==> src/rtl/result_scanner_pkg.sv <==
// Shared definitions for the path-delay result scanner: FSM encoding,
// report framing constants and the byte selector used by the sender.
package result_scanner_pkg;

    typedef enum logic [2:0] {
        ST_IDLE     = 3'd0,
        ST_SETTLE   = 3'd1,
        ST_WAIT_FIN = 3'd2,
        ST_SEND     = 3'd3,
        ST_NEXT     = 3'd4,
        ST_DONE     = 3'd5
    } scan_state_e;

    localparam logic [3:0]  HDR_NIBBLE       = 4'hA;
    localparam int          BYTES_PER_PATH   = 5;
    localparam logic [31:0] TIMEOUT_SENTINEL = 32'hFFFF_FFFF;

    // Byte idx of one path report: header first, then the held value MSB first.
    function automatic logic [7:0] frame_byte(input logic [2:0]  idx,
                                              input logic        status,
                                              input logic [2:0]  path,
                                              input logic [31:0] hold);
        logic [7:0] b;
        case (idx)
            3'd0:    b = {HDR_NIBBLE, status, path};
            3'd1:    b = hold[31:24];
            3'd2:    b = hold[23:16];
            3'd3:    b = hold[15:8];
            default: b = hold[7:0];
        endcase
        return b;
    endfunction

endpackage

==> src/rtl/result_scanner_uart_tx.sv <==
// 8N1 UART transmitter. A byte is accepted on a cycle with valid && ready.
// ready is also raised during the final cycle of the stop bit, so a byte
// offered then starts its start bit on the very next cycle (no idle gap).
module uart_tx #(
    parameter int CLKS_PER_BIT = 2170
) (
    input  logic       clk250,
    input  logic       rst,
    input  logic [7:0] data,
    input  logic       valid,
    output logic       tx,
    output logic       ready
);

    localparam int             CNT_W    = (CLKS_PER_BIT > 1) ? $clog2(CLKS_PER_BIT) : 1;
    localparam logic [CNT_W-1:0] CNT_LAST = CNT_W'(CLKS_PER_BIT - 1);

    logic [9:0]       r_frame;
    logic             r_active;
    logic [3:0]       r_bit_idx;
    logic [CNT_W-1:0] r_clk_cnt;

    logic w_bit_end;
    logic w_last;
    logic w_accept;

    assign w_bit_end = (r_clk_cnt == CNT_LAST);
    assign w_last    = r_active && w_bit_end && (r_bit_idx == 4'd9);
    assign ready     = !r_active || w_last;
    assign w_accept  = valid && ready;
    // Idle line is the all-ones frame, so tx comes straight from a flop.
    assign tx        = r_frame[0];

    // Load a frame on accept, otherwise shift one bit every CLKS_PER_BIT cycles.
    always_ff @(posedge clk250 or posedge rst) begin
        if (rst) begin
            r_frame   <= '1;
            r_active  <= 1'b0;
            r_bit_idx <= 4'd0;
            r_clk_cnt <= '0;
        end else if (w_accept) begin
            r_frame   <= {1'b1, data, 1'b0};
            r_active  <= 1'b1;
            r_bit_idx <= 4'd0;
            r_clk_cnt <= '0;
        end else if (r_active) begin
            if (w_bit_end) begin
                r_clk_cnt <= '0;
                if (r_bit_idx == 4'd9) begin
                    r_active <= 1'b0;
                end else begin
                    r_bit_idx <= r_bit_idx + 4'd1;
                    r_frame   <= {1'b1, r_frame[9:1]};
                end
            end else begin
                r_clk_cnt <= r_clk_cnt + CNT_W'(1);
            end
        end
    end

endmodule

==> src/rtl/result_scanner.sv <==
// Steps the measurement mux through paths 0..7, waits for each path's
// fin flag (or a timeout), and reports every path as five UART bytes.
// o_state exposes the FSM state for debug and checkers.
module result_scanner
    import result_scanner_pkg::*;
#(
    parameter int CLKS_PER_BIT   = 2170,
    parameter int SETTLE_CYCLES  = 4,
    parameter int TIMEOUT_CYCLES = 16777216
) (
    input  logic        clk250,
    input  logic        rst,
    input  logic        start,
    input  logic [31:0] result,
    input  logic        fin,
    output logic [2:0]  SW,
    output logic        tx,
    output logic        busy,
    output logic        done,
    output scan_state_e o_state
);

    localparam logic [31:0] SETTLE_LAST  = 32'(SETTLE_CYCLES - 1);
    localparam logic [31:0] TIMEOUT_LAST = 32'(TIMEOUT_CYCLES - 1);

    scan_state_e r_state;
    logic [2:0]  r_path;
    logic [2:0]  r_sw;
    logic        r_busy;
    logic        r_done;
    logic        r_status;
    logic [31:0] r_hold;
    logic [31:0] r_settle_cnt;
    logic [31:0] r_timeout_cnt;
    logic [2:0]  r_byte_idx;

    logic       w_tx_valid;
    logic       w_tx_ready;
    logic [7:0] w_tx_data;

    // Offer bytes while the current path report is incomplete.
    assign w_tx_valid = (r_state == ST_SEND) && (r_byte_idx < 3'(BYTES_PER_PATH));
    assign w_tx_data  = frame_byte(r_byte_idx, r_status, r_path, r_hold);

    uart_tx #(
        .CLKS_PER_BIT(CLKS_PER_BIT)
    ) u_uart_tx (
        .clk250(clk250),
        .rst   (rst),
        .data  (w_tx_data),
        .valid (w_tx_valid),
        .tx    (tx),
        .ready (w_tx_ready)
    );

    // Scan sequencer: settle, wait for fin or timeout, send report, advance.
    always_ff @(posedge clk250 or posedge rst) begin
        if (rst) begin
            r_state       <= ST_IDLE;
            r_path        <= 3'd0;
            r_sw          <= 3'd0;
            r_busy        <= 1'b0;
            r_done        <= 1'b0;
            r_status      <= 1'b0;
            r_hold        <= 32'd0;
            r_settle_cnt  <= 32'd0;
            r_timeout_cnt <= 32'd0;
            r_byte_idx    <= 3'd0;
        end else begin
            r_done <= 1'b0;
            case (r_state)
                ST_IDLE: begin
                    if (start) begin
                        r_sw         <= 3'd0;
                        r_path       <= 3'd0;
                        r_busy       <= 1'b1;
                        r_settle_cnt <= 32'd0;
                        r_state      <= ST_SETTLE;
                    end
                end
                ST_SETTLE: begin
                    if (r_settle_cnt == SETTLE_LAST) begin
                        r_timeout_cnt <= 32'd0;
                        r_state       <= ST_WAIT_FIN;
                    end else begin
                        r_settle_cnt <= r_settle_cnt + 32'd1;
                    end
                end
                ST_WAIT_FIN: begin
                    // fin is checked first so it wins over a coincident timeout.
                    if (fin) begin
                        r_hold     <= result;
                        r_status   <= 1'b0;
                        r_byte_idx <= 3'd0;
                        r_state    <= ST_SEND;
                    end else if (r_timeout_cnt == TIMEOUT_LAST) begin
                        r_hold     <= TIMEOUT_SENTINEL;
                        r_status   <= 1'b1;
                        r_byte_idx <= 3'd0;
                        r_state    <= ST_SEND;
                    end else begin
                        r_timeout_cnt <= r_timeout_cnt + 32'd1;
                    end
                end
                ST_SEND: begin
                    // After the last accept, ready returns in the final stop-bit cycle.
                    if (w_tx_valid && w_tx_ready) begin
                        r_byte_idx <= r_byte_idx + 3'd1;
                    end else if (!w_tx_valid && w_tx_ready) begin
                        r_state <= ST_NEXT;
                    end
                end
                ST_NEXT: begin
                    if (r_path == 3'd7) begin
                        r_busy  <= 1'b0;
                        r_done  <= 1'b1;
                        r_state <= ST_DONE;
                    end else begin
                        r_path       <= r_path + 3'd1;
                        r_sw         <= r_path + 3'd1;
                        r_settle_cnt <= 32'd0;
                        r_state      <= ST_SETTLE;
                    end
                end
                ST_DONE: begin
                    r_state <= ST_IDLE;
                end
                default: begin
                    r_state <= ST_IDLE;
                end
            endcase
        end
    end

    assign SW      = r_sw;
    assign busy    = r_busy;
    assign done    = r_done;
    assign o_state = r_state;

endmodule

==> config.mk <==
export PLATFORM = sky130hd
export DESIGN_NAME = result_scanner
export DESIGN_NICKNAME = d
export VERILOG_FILES = /design/src/rtl/result_scanner_pkg.sv /design/src/rtl/result_scanner_uart_tx.sv /design/src/rtl/result_scanner.sv
export SDC_FILE = /design/constraint.sdc
export NUM_CORES = 1
export LEC_CHECK = 0
export CAP_MARGIN = 15
export CELL_PAD_IN_SITES_DETAIL_PLACEMENT = 1
export CELL_PAD_IN_SITES_GLOBAL_PLACEMENT = 1
export CORE_AREA = 5 5 144 118
export CTS_BUF_LIST = sky130_fd_sc_hd__clkbuf_4 sky130_fd_sc_hd__clkbuf_8 sky130_fd_sc_hd__clkbuf_16
export DETAILED_ROUTE_END_ITERATION = 10
export DIE_AREA = 0 0 149 123
export PLACE_DENSITY = 0.88
export SLEW_MARGIN = 20
export SYNTH_ARGS = -nofsm -noshare
export SYNTH_HDL_FRONTEND = slang
export SYNTH_SLANG_ARGS = --single-unit
==> constraint.sdc <==
create_clock -name clk250 -period 5.55 [get_ports clk250]
set_input_delay 1.11 -clock clk250 [delete_from_list [all_inputs] [get_ports clk250]]
set_output_delay 1.11 -clock clk250 [all_outputs]
set_load 0.05 [all_outputs]
==> metrics.log, run 1 <==
INFO  metric post_cts_setup_buffer_count = 0
INFO  metric power_density = around 260 nW/um2
INFO  metric cp_data_arrival_time = about 3.8 ns
INFO  metric setup-violations-final = 0
INFO  metric ys.warnings.count = 0
INFO  metric vdd_drop_max = between 0.2 and 0.25 mV
INFO  metric run_status = complete, no violations
INFO  metric min_from = r_hold[31]
INFO  metric path_common_cell = or3_1
INFO  metric number_of_cts_inserted_buffers = 17
INFO  metric drive_gt1_share = under 10%
INFO  metric detail_route.iter0.violations = 460
INFO  metric ioPinCount = 45
INFO  metric postCtsResizedCells = 0
INFO  metric overall_fraction_of_global_route_tracks_in_use = 23.7%
INFO  metric tritoncts = built
INFO  metric cp_max_fanout = 22
INFO  metric maximum_number_of_pins_on_one_net_before_global_route_repair = 135
INFO  metric crit_chain = clkdlybuf4s50_1 > nor4b_4 > nand3_2 > or3_1 > or3_1 > a21oi_1
INFO  metric place.port_buffers = 44
INFO  metric rsz0062_at_grt = no
INFO  metric ys_seq_area_share = between 40% and 50%
INFO  metric route.detailed.vias_per_inst = 6.31
INFO  metric floorplan.initialDensity = between 40% and 50%
INFO  metric cts_buffer_depth = 2
INFO  metric worstSetupPathType = input port to flop
INFO  metric groute.layer.met3.usage = a little over 5%
INFO  metric synth_area = ~7100 um2
INFO  metric multiInputGateArea = ~3500 um2
INFO  metric dieWidth = ~150 um
INFO  metric final.setup_skew = 0.0107 ns
INFO  metric critPathRequiredTime = 5.89 ns
INFO  metric max_cap_viol_count = 0
INFO  metric grt_first_pass_wirelength = between 30 and 40 mm
INFO  metric critical_path.startpoint_type = input port
INFO  metric timing.critical_path.to_type = flop
INFO  metric cp-startpoint = fin
INFO  metric route.detailed.wl_per_inst = approximately 22 um
INFO  metric report.final.hold_viol_count = 0
INFO  metric clock_sinks = 134
INFO  metric ys_seq_elements = between 100 and 150
INFO  metric syn-mean-instance-area = approximately 10 um2
INFO  metric clk_pin_slew = 0.07 ns
INFO  metric layout_setup_ws = roughly 2.1 ns
INFO  metric grt_most_used_layer = met2
INFO  metric globalRouteOverflowTotal = 0
INFO  metric row_count = 41
INFO  metric die_h = 123 um
INFO  metric route.vias.total = 6,079
INFO  metric grtUsageMet2 = 40.0%
INFO  metric worst-path-buf-inv = 1
INFO  metric gr-usage-met1 = 30.0%
INFO  metric p_leak = roughly 3.3 nW
INFO  metric postSynthNetCount = between 700 and 800
INFO  metric async_flop_share = 100%
INFO  metric remaining_drc_errors = 0
INFO  metric max_slew_margin = approximately two fifths
INFO  metric antenna-diode-count = 0
INFO  metric die_area = around 18,000 um2
INFO  metric synth_flop_cell = dfrtp_1
INFO  metric core_region_area = around 15,000 um2
INFO  metric synthCells = 707
INFO  metric power.total = 2.16 mW
INFO  metric first_global_vias = 6,417
INFO  metric slew_viol_final = 0
INFO  metric fillerInstances = between 1,500 and 2,000
INFO  metric layout_common_cells = dfrtp_1 (125), nor2_1 (58), nand2_1 (48), clkdlybuf4s50_1 (44), a21oi_1 (40)
INFO  metric totalNegativeSetupSlack = 0 ns
INFO  metric cts.root.buffer_cell = clkbuf_16
INFO  metric timing.critical_path.slowest_stage_cell = clkdlybuf4s50_1
INFO  metric final.period_utilization = 63.0%
INFO  metric total_iterations_of_the_first_detailed_routing_run = 5
INFO  metric drtAntennaViolNets = 0
INFO  metric finalWeightedCongestion = between 0.8 and 0.9
INFO  metric finalWirelength = roughly 21 mm
INFO  metric worstReg2RegStart = SW[0]
INFO  metric path_delay_family = simple AND/OR/NAND/NOR gates
INFO  metric period_needed = between 3 and 4 ns
INFO  metric areaGrowthSynthToFinish = 16.3%
INFO  metric critical_path.max_stage_delay = 0.88 ns
INFO  metric regArea = about 3400 um2
INFO  metric max_freq = around 290 MHz
INFO  metric final_nets = between 700 and 800
INFO  metric most_common_cell_after_layout_fill_and_taps_aside = dfrtp_1
INFO  metric clkLatencyLatePin = between 0.4 and 0.5 ns
INFO  metric min_path_type = flop to flop
INFO  metric htreeDepth = 4
INFO  metric number_of_flops_mapped_to_enable_cells_by_yosys = 0
INFO  metric transition_time_of_the_tightest_slew_check_pin = roughly 0.9 ns
INFO  metric post-dp-hpwl = between 10 and 15 mm
INFO  metric cts-hold-fix-buffers = 0
INFO  metric place_ws = approximately 1.7 ns
INFO  metric synth.distinct_cells = about 70
INFO  metric grt_antenna_before_repair = 0
[registers in the layout, indices dropped and copies added (netlist names)]
| register | flops |
|---|---|
| SW | 3 |
| busy | 1 |
| done | 1 |
| o_state | 3 |
| r_byte_idx | 3 |
| r_hold | 32 |
| r_settle_cnt | 32 |
| r_status | 1 |
| r_timeout_cnt | 32 |
| u_uart_tx.r_active | 1 |
| u_uart_tx.r_bit_idx | 4 |
| u_uart_tx.r_clk_cnt | 12 |
| u_uart_tx.r_frame | 9 |
[worst register-to-register path: cells and delay by family, from the launching register on]
kind,cells,cell delay (ns)
simple gates,3,1.07
compound gates,1,0.45
fa+ha+maj,2,0.54
xor+xnor,1,0.17
flops,1,0.46
[layer usage]
layer	wire, um	up-vias
met5	0	-
met1	9040	3120
li1	-	2713
met2	10800	202
met4	529	0
met3	929	44
[layout make-up]
cell class / count / area share, %
multi-input combinational: 524 / 42.5
sequential: 134 / 40.8
timing repair buffer: 47 / 5.77
clock buffer: 17 / 5.16
tap: 215 / 3.26
clock inverter: 15 / 1.94
inverter: 12 / 0.577
[cells in the mapped netlist, types with 4 or more instances]
library cell  count  share of area, %
dfrtp_1         125                44
nor2_1           58               3.1
nand2_1          48               2.5
a21oi_1          40               2.8
nand3_1          29               2.0
nand4_1          29               2.6
clkbuf_1         26               1.4
o21ai_0          25               1.8
xnor2_1          23               2.8
o21a_1           20               2.1
nand3b_1         18               1.9
xor2_1           18               2.2
and4_1           17               2.1
o22a_1           16               2.0
or4_1            15               1.6
o31ai_1          14               1.5
ha_1             13               2.3
and3_1           12               1.1
inv_1            12              0.64
nor4_1           12               1.1
a22oi_1          11               1.2
or3_1            11              0.97
nor3_1           10              0.71
dfstp_2           9               3.3
mux2i_1           9               1.3
and2_1            6              0.53
a211oi_1          5              0.53
a221o_1           5              0.71
nand2b_1          5              0.44
buf_6             4              0.64
nor3b_1           4              0.42
o211ai_1          4              0.42
[kinds of logic after synthesis]
family          count (synthesis)  share of synthesized area, %
compound gates                170                          17.1
xor+xnor                       41                          5.07
fa+ha+maj                      13                          2.29
buf+inv                        49                          3.23
flops                         134                          47.5
mux                             9                          1.27
simple gates                  291                          23.5
[path summary, 6_finish.rpt]
path / end / slack [ns] / cells past startpoint
max in group asynchronous: SW[0] / 3.78 / 3
min in group asynchronous: u_uart_tx.r_clk_cnt[2] / 1.20 / 3
hold reg to reg: r_hold[31] / 0.49 / 1
setup / recovery: r_timeout_cnt[26] / 2.05 / 6
hold / removal: r_hold[31] / 0.49 / 1
setup reg to reg: r_settle_cnt[31] / 2.71 / 7
[report_power, final]
part / internal [mW] / total (mW) / switching [mW]
sequential: 0.977 / 0.977 / 0
combinational: 0.0253 / 0.0515 / 0.0262
clock: 0.636 / 1.14 / 0.500
total: 1.64 / 2.16 / 0.526
[metrics by stage]
| step | hold WS, ns | cell area, um2 | utilization, % | cells |
|---|---|---|---|---|
| after detailed placement | 0.481 | 7660 | 49.4 | 932 |
| after global placement | 0.469 | 7660 | 49.4 | 932 |
| final | 0.494 | 8250 | 53.2 | 964 |
| after floorplan | 0.455 | 7090 | - | 707 |
| after CTS | 0.498 | 8240 | 53.2 | 964 |
| after global routing | 0.522 | 8250 | 53.2 | 964 |
(Power assumes the default switching activity.)
==> run 2, diff against run 1 <==
clock period = 3.5 ns   (was 5.55 ns; I/O delays follow)
==> run 2 against run 1 <==
Clock power is 53% higher; first-iteration DRC count is 0.43% higher; count of clock-buffer cells in the layout stayed put; sequential share of layout area is 0.14 points lower; cell area is 0.35% higher; non-clock buffer count is 5 higher; via count is 0.41% higher; critical path depth is 5 lower; clock skew hardly changed; sequential cell count stayed put; setup slack worse by 1.4 ns; combinational power is 73% higher.
==> metrics.log, run 2 (synthesized netlist as in run 1, its figures left out) <==
INFO  metric number_of_cts_inserted_buffers = 17 (unchanged)
INFO  metric critical_path.max_stage_delay = 0.95 ns (was 0.88 ns)
INFO  metric post_cts_setup_buffer_count = 0 (unchanged)
INFO  metric die_area = 18,300 um2 (unchanged)
INFO  metric worstSetupEndpoint = o_state[2] (was r_timeout_cnt[26])
INFO  metric layout_common_cells = dfrtp_1 (125), nor2_1 (58), nand2_1 (48), clkdlybuf4s50_1 (44), a21oi_1 (40) (unchanged)
INFO  metric power_density = 409 nW/um2 (was 262 nW/um2)
INFO  metric grt_antenna_before_repair = 0 (unchanged)
INFO  metric max_freq = approximately 350 MHz
INFO  metric route.detailed.vias_per_inst = 6.30 (was 6.31)
INFO  metric route.detailed.wl_per_inst = 21.4 um (was 22.1 um)
INFO  metric regArea = 3360 um2 (unchanged)
INFO  metric report.final.hold_viol_count = 0 (unchanged)
INFO  metric finalWeightedCongestion = 0.848 (was 0.844)
INFO  metric max_cap_viol_count = 0 (unchanged)
INFO  metric floorplan.initialDensity = 45.8% (unchanged)
INFO  metric setup-violations-final = 0 (unchanged)
INFO  metric total_iterations_of_the_first_detailed_routing_run = 5 (unchanged)
INFO  metric overall_fraction_of_global_route_tracks_in_use = 23.4% (was 23.7%)
INFO  metric globalRouteOverflowTotal = 0 (unchanged)
INFO  metric first_global_vias = 6,334 (was 6,417)
INFO  metric worst-path-buf-inv = 1 (unchanged)
INFO  metric period_needed = 2.83 ns
INFO  metric most_common_cell_after_layout_fill_and_taps_aside = dfrtp_1 (unchanged)
INFO  metric core_region_area = 15,500 um2 (unchanged)
INFO  metric slew_viol_final = 0 (unchanged)
INFO  metric finish.instance_area = 8270 um2 (was 8250 um2)
INFO  metric htreeDepth = 4 (unchanged)
INFO  metric place.port_buffers = 44 (unchanged)
INFO  metric drive_gt1_share = 8.89% (was 8.28%)
INFO  metric maximum_number_of_pins_on_one_net_before_global_route_repair = 40 (was 135)
INFO  metric finalWirelength = 20.7 mm (was 21.3 mm)
INFO  metric worstSetupPathType = flop to primary output (was input port to flop)
INFO  metric dieWidth = 149 um (unchanged)
INFO  metric final_nets = 790 (was 785)
INFO  metric critPathRequiredTime = 2.80 ns (was 5.89 ns)
INFO  metric ff2ff_setup_slack = 0.73 ns (was 2.71 ns)
INFO  metric multiInputGateArea = 3500 um2 (unchanged)
INFO  metric min_from = r_hold[5] (was r_hold[31])
INFO  metric run_status = complete, no violations (unchanged)
INFO  metric crit_chain = clkdlybuf4s50_1 (was clkdlybuf4s50_1 > nor4b_4 > nand3_2 > or3_1 > or3_1 > a21oi_1)
INFO  metric critical_path.startpoint_type = flop (was input port)
INFO  metric max_slew_margin = 36.2% (was 38.4%)
INFO  metric final.period_utilization = between 80% and 90%
INFO  metric cts-hold-fix-buffers = 0 (unchanged)
INFO  metric die_h = 123 um (unchanged)
INFO  metric row_count = 41 (unchanged)
INFO  metric ioPinCount = 45 (unchanged)
INFO  metric final.setup_skew = 0.0112 ns (was 0.0107 ns)
INFO  metric clkLatencyLatePin = 0.44 ns (about the same)
INFO  metric grt_first_pass_wirelength = 34.1 mm (was 34.4 mm)
INFO  metric worstReg2RegStart = SW[0] (unchanged)
INFO  metric cp_data_arrival_time = 2.13 ns (was 3.84 ns)
INFO  metric timing.critical_path.slowest_stage_cell = clkdlybuf4s50_1 (unchanged)
INFO  metric largest_registers_in_the_final_layout = r_hold x32, r_settle_cnt x32, r_timeout_cnt x32 (unchanged)
INFO  metric length_in_cells_of_the_worst_reg_to_reg_path = 7 (unchanged)
INFO  metric antenna-diode-count = 0 (unchanged)
INFO  metric cts.root.buffer_cell = clkbuf_16 (unchanged)
INFO  metric clk_pin_slew = 0.07 ns (about the same)
INFO  metric transition_time_of_the_tightest_slew_check_pin = 0.953 ns (was 0.924 ns)
INFO  metric timing.critical_path.to_type = primary output (was flop)
INFO  metric fillerInstances = 1,744 (was 1,714)
INFO  metric rsz0062_at_grt = no (unchanged)
INFO  metric clock_sinks = 134 (unchanged)
INFO  metric min_path_type = flop to flop (unchanged)
INFO  metric cp-startpoint = o_state[2] (was fin)
INFO  metric dpl_cell_area = 7710 um2 (was 7660 um2)
INFO  metric postCtsResizedCells = 0 (unchanged)
INFO  metric detail_route.iter0.violations = 462 (was 460)
INFO  metric p_leak = 3.30 nW (was 3.28 nW)
INFO  metric crit-reg2reg-capture = r_settle_cnt[31] (unchanged)
INFO  metric remaining_drc_errors = 0 (unchanged)
INFO  metric areaGrowthSynthToFinish = 16.7% (was 16.3%)
INFO  metric totalNegativeSetupSlack = 0 ns (unchanged)
INFO  metric path_delay_family = buffers and inverters (was simple AND/OR/NAND/NOR gates)
INFO  metric cp_max_fanout = 17 (was 22)
INFO  metric vdd_drop_max = 0.307 mV (was 0.229 mV)
INFO  metric route.vias.total = 6,104 (was 6,079)
INFO  metric post-dp-hpwl = 13.6 mm (was 13.7 mm)
INFO  metric crit_cells = 1 (was 6)
INFO  metric drtAntennaViolNets = 0 (unchanged)
INFO  metric cts_buffer_depth = 2 (unchanged)
INFO  metric tritoncts = built (unchanged)
[run 2: area by class of cell]
| cell class | instances | area share [%] |
|---|---|---|
| Multi-Input combinational cell | 524 | 42.3 |
| Tap cell | 215 | 3.25 |
| Inverter | 12 | 0.590 |
| Sequential cell | 134 | 40.7 |
| Clock buffer | 17 | 5.14 |
| Timing Repair Buffer | 52 | 6.35 |
| Clock inverter | 15 | 1.66 |
[run 2: power breakdown]
part           switching, mW  leakage [nW]  total (mW)  internal [mW]
clock                  0.809         0.272        1.74          0.935
sequential                 0          1.71        1.55           1.55
combinational         0.0443          1.32      0.0889         0.0446
[run 2: layer usage]
layer,vias up,share of wire [%],global-route usage [%]
li1,2735,-,-
met1,3152,45,31.8
met2,177,48,37.0
met3,40,4.8,5.06
met4,0,2.4,8.92
met5,-,0,0
[run 2: worst min path at each step]
stage / endpoint / slack [ns] / cells after the start
after global placement: r_hold[6] / 0.47 / 1
after CTS: r_hold[5] / 0.49 / 1
after floorplan: r_hold[5] / 0.46 / 1
after detailed placement: r_hold[5] / 0.48 / 1
after global routing: r_hold[8] / 0.51 / 1
final: r_hold[5] / 0.49 / 1
[run 2: per-stage QoR]
stage	total power [mW]	utilization [%]	cells	hold WS, ns	setup slack (ns)
2_1_floorplan	1.61	-	707	0.455	0.664
3_3_place_gp	1.66	49.7	937	0.468	0.673
3_5_place_dp	1.67	49.7	937	0.475	0.528
4_1_cts	3.40	53.4	969	0.490	0.662
5_1_grt	3.48	53.4	969	0.505	0.506
6_report	3.38	53.4	969	0.487	0.665
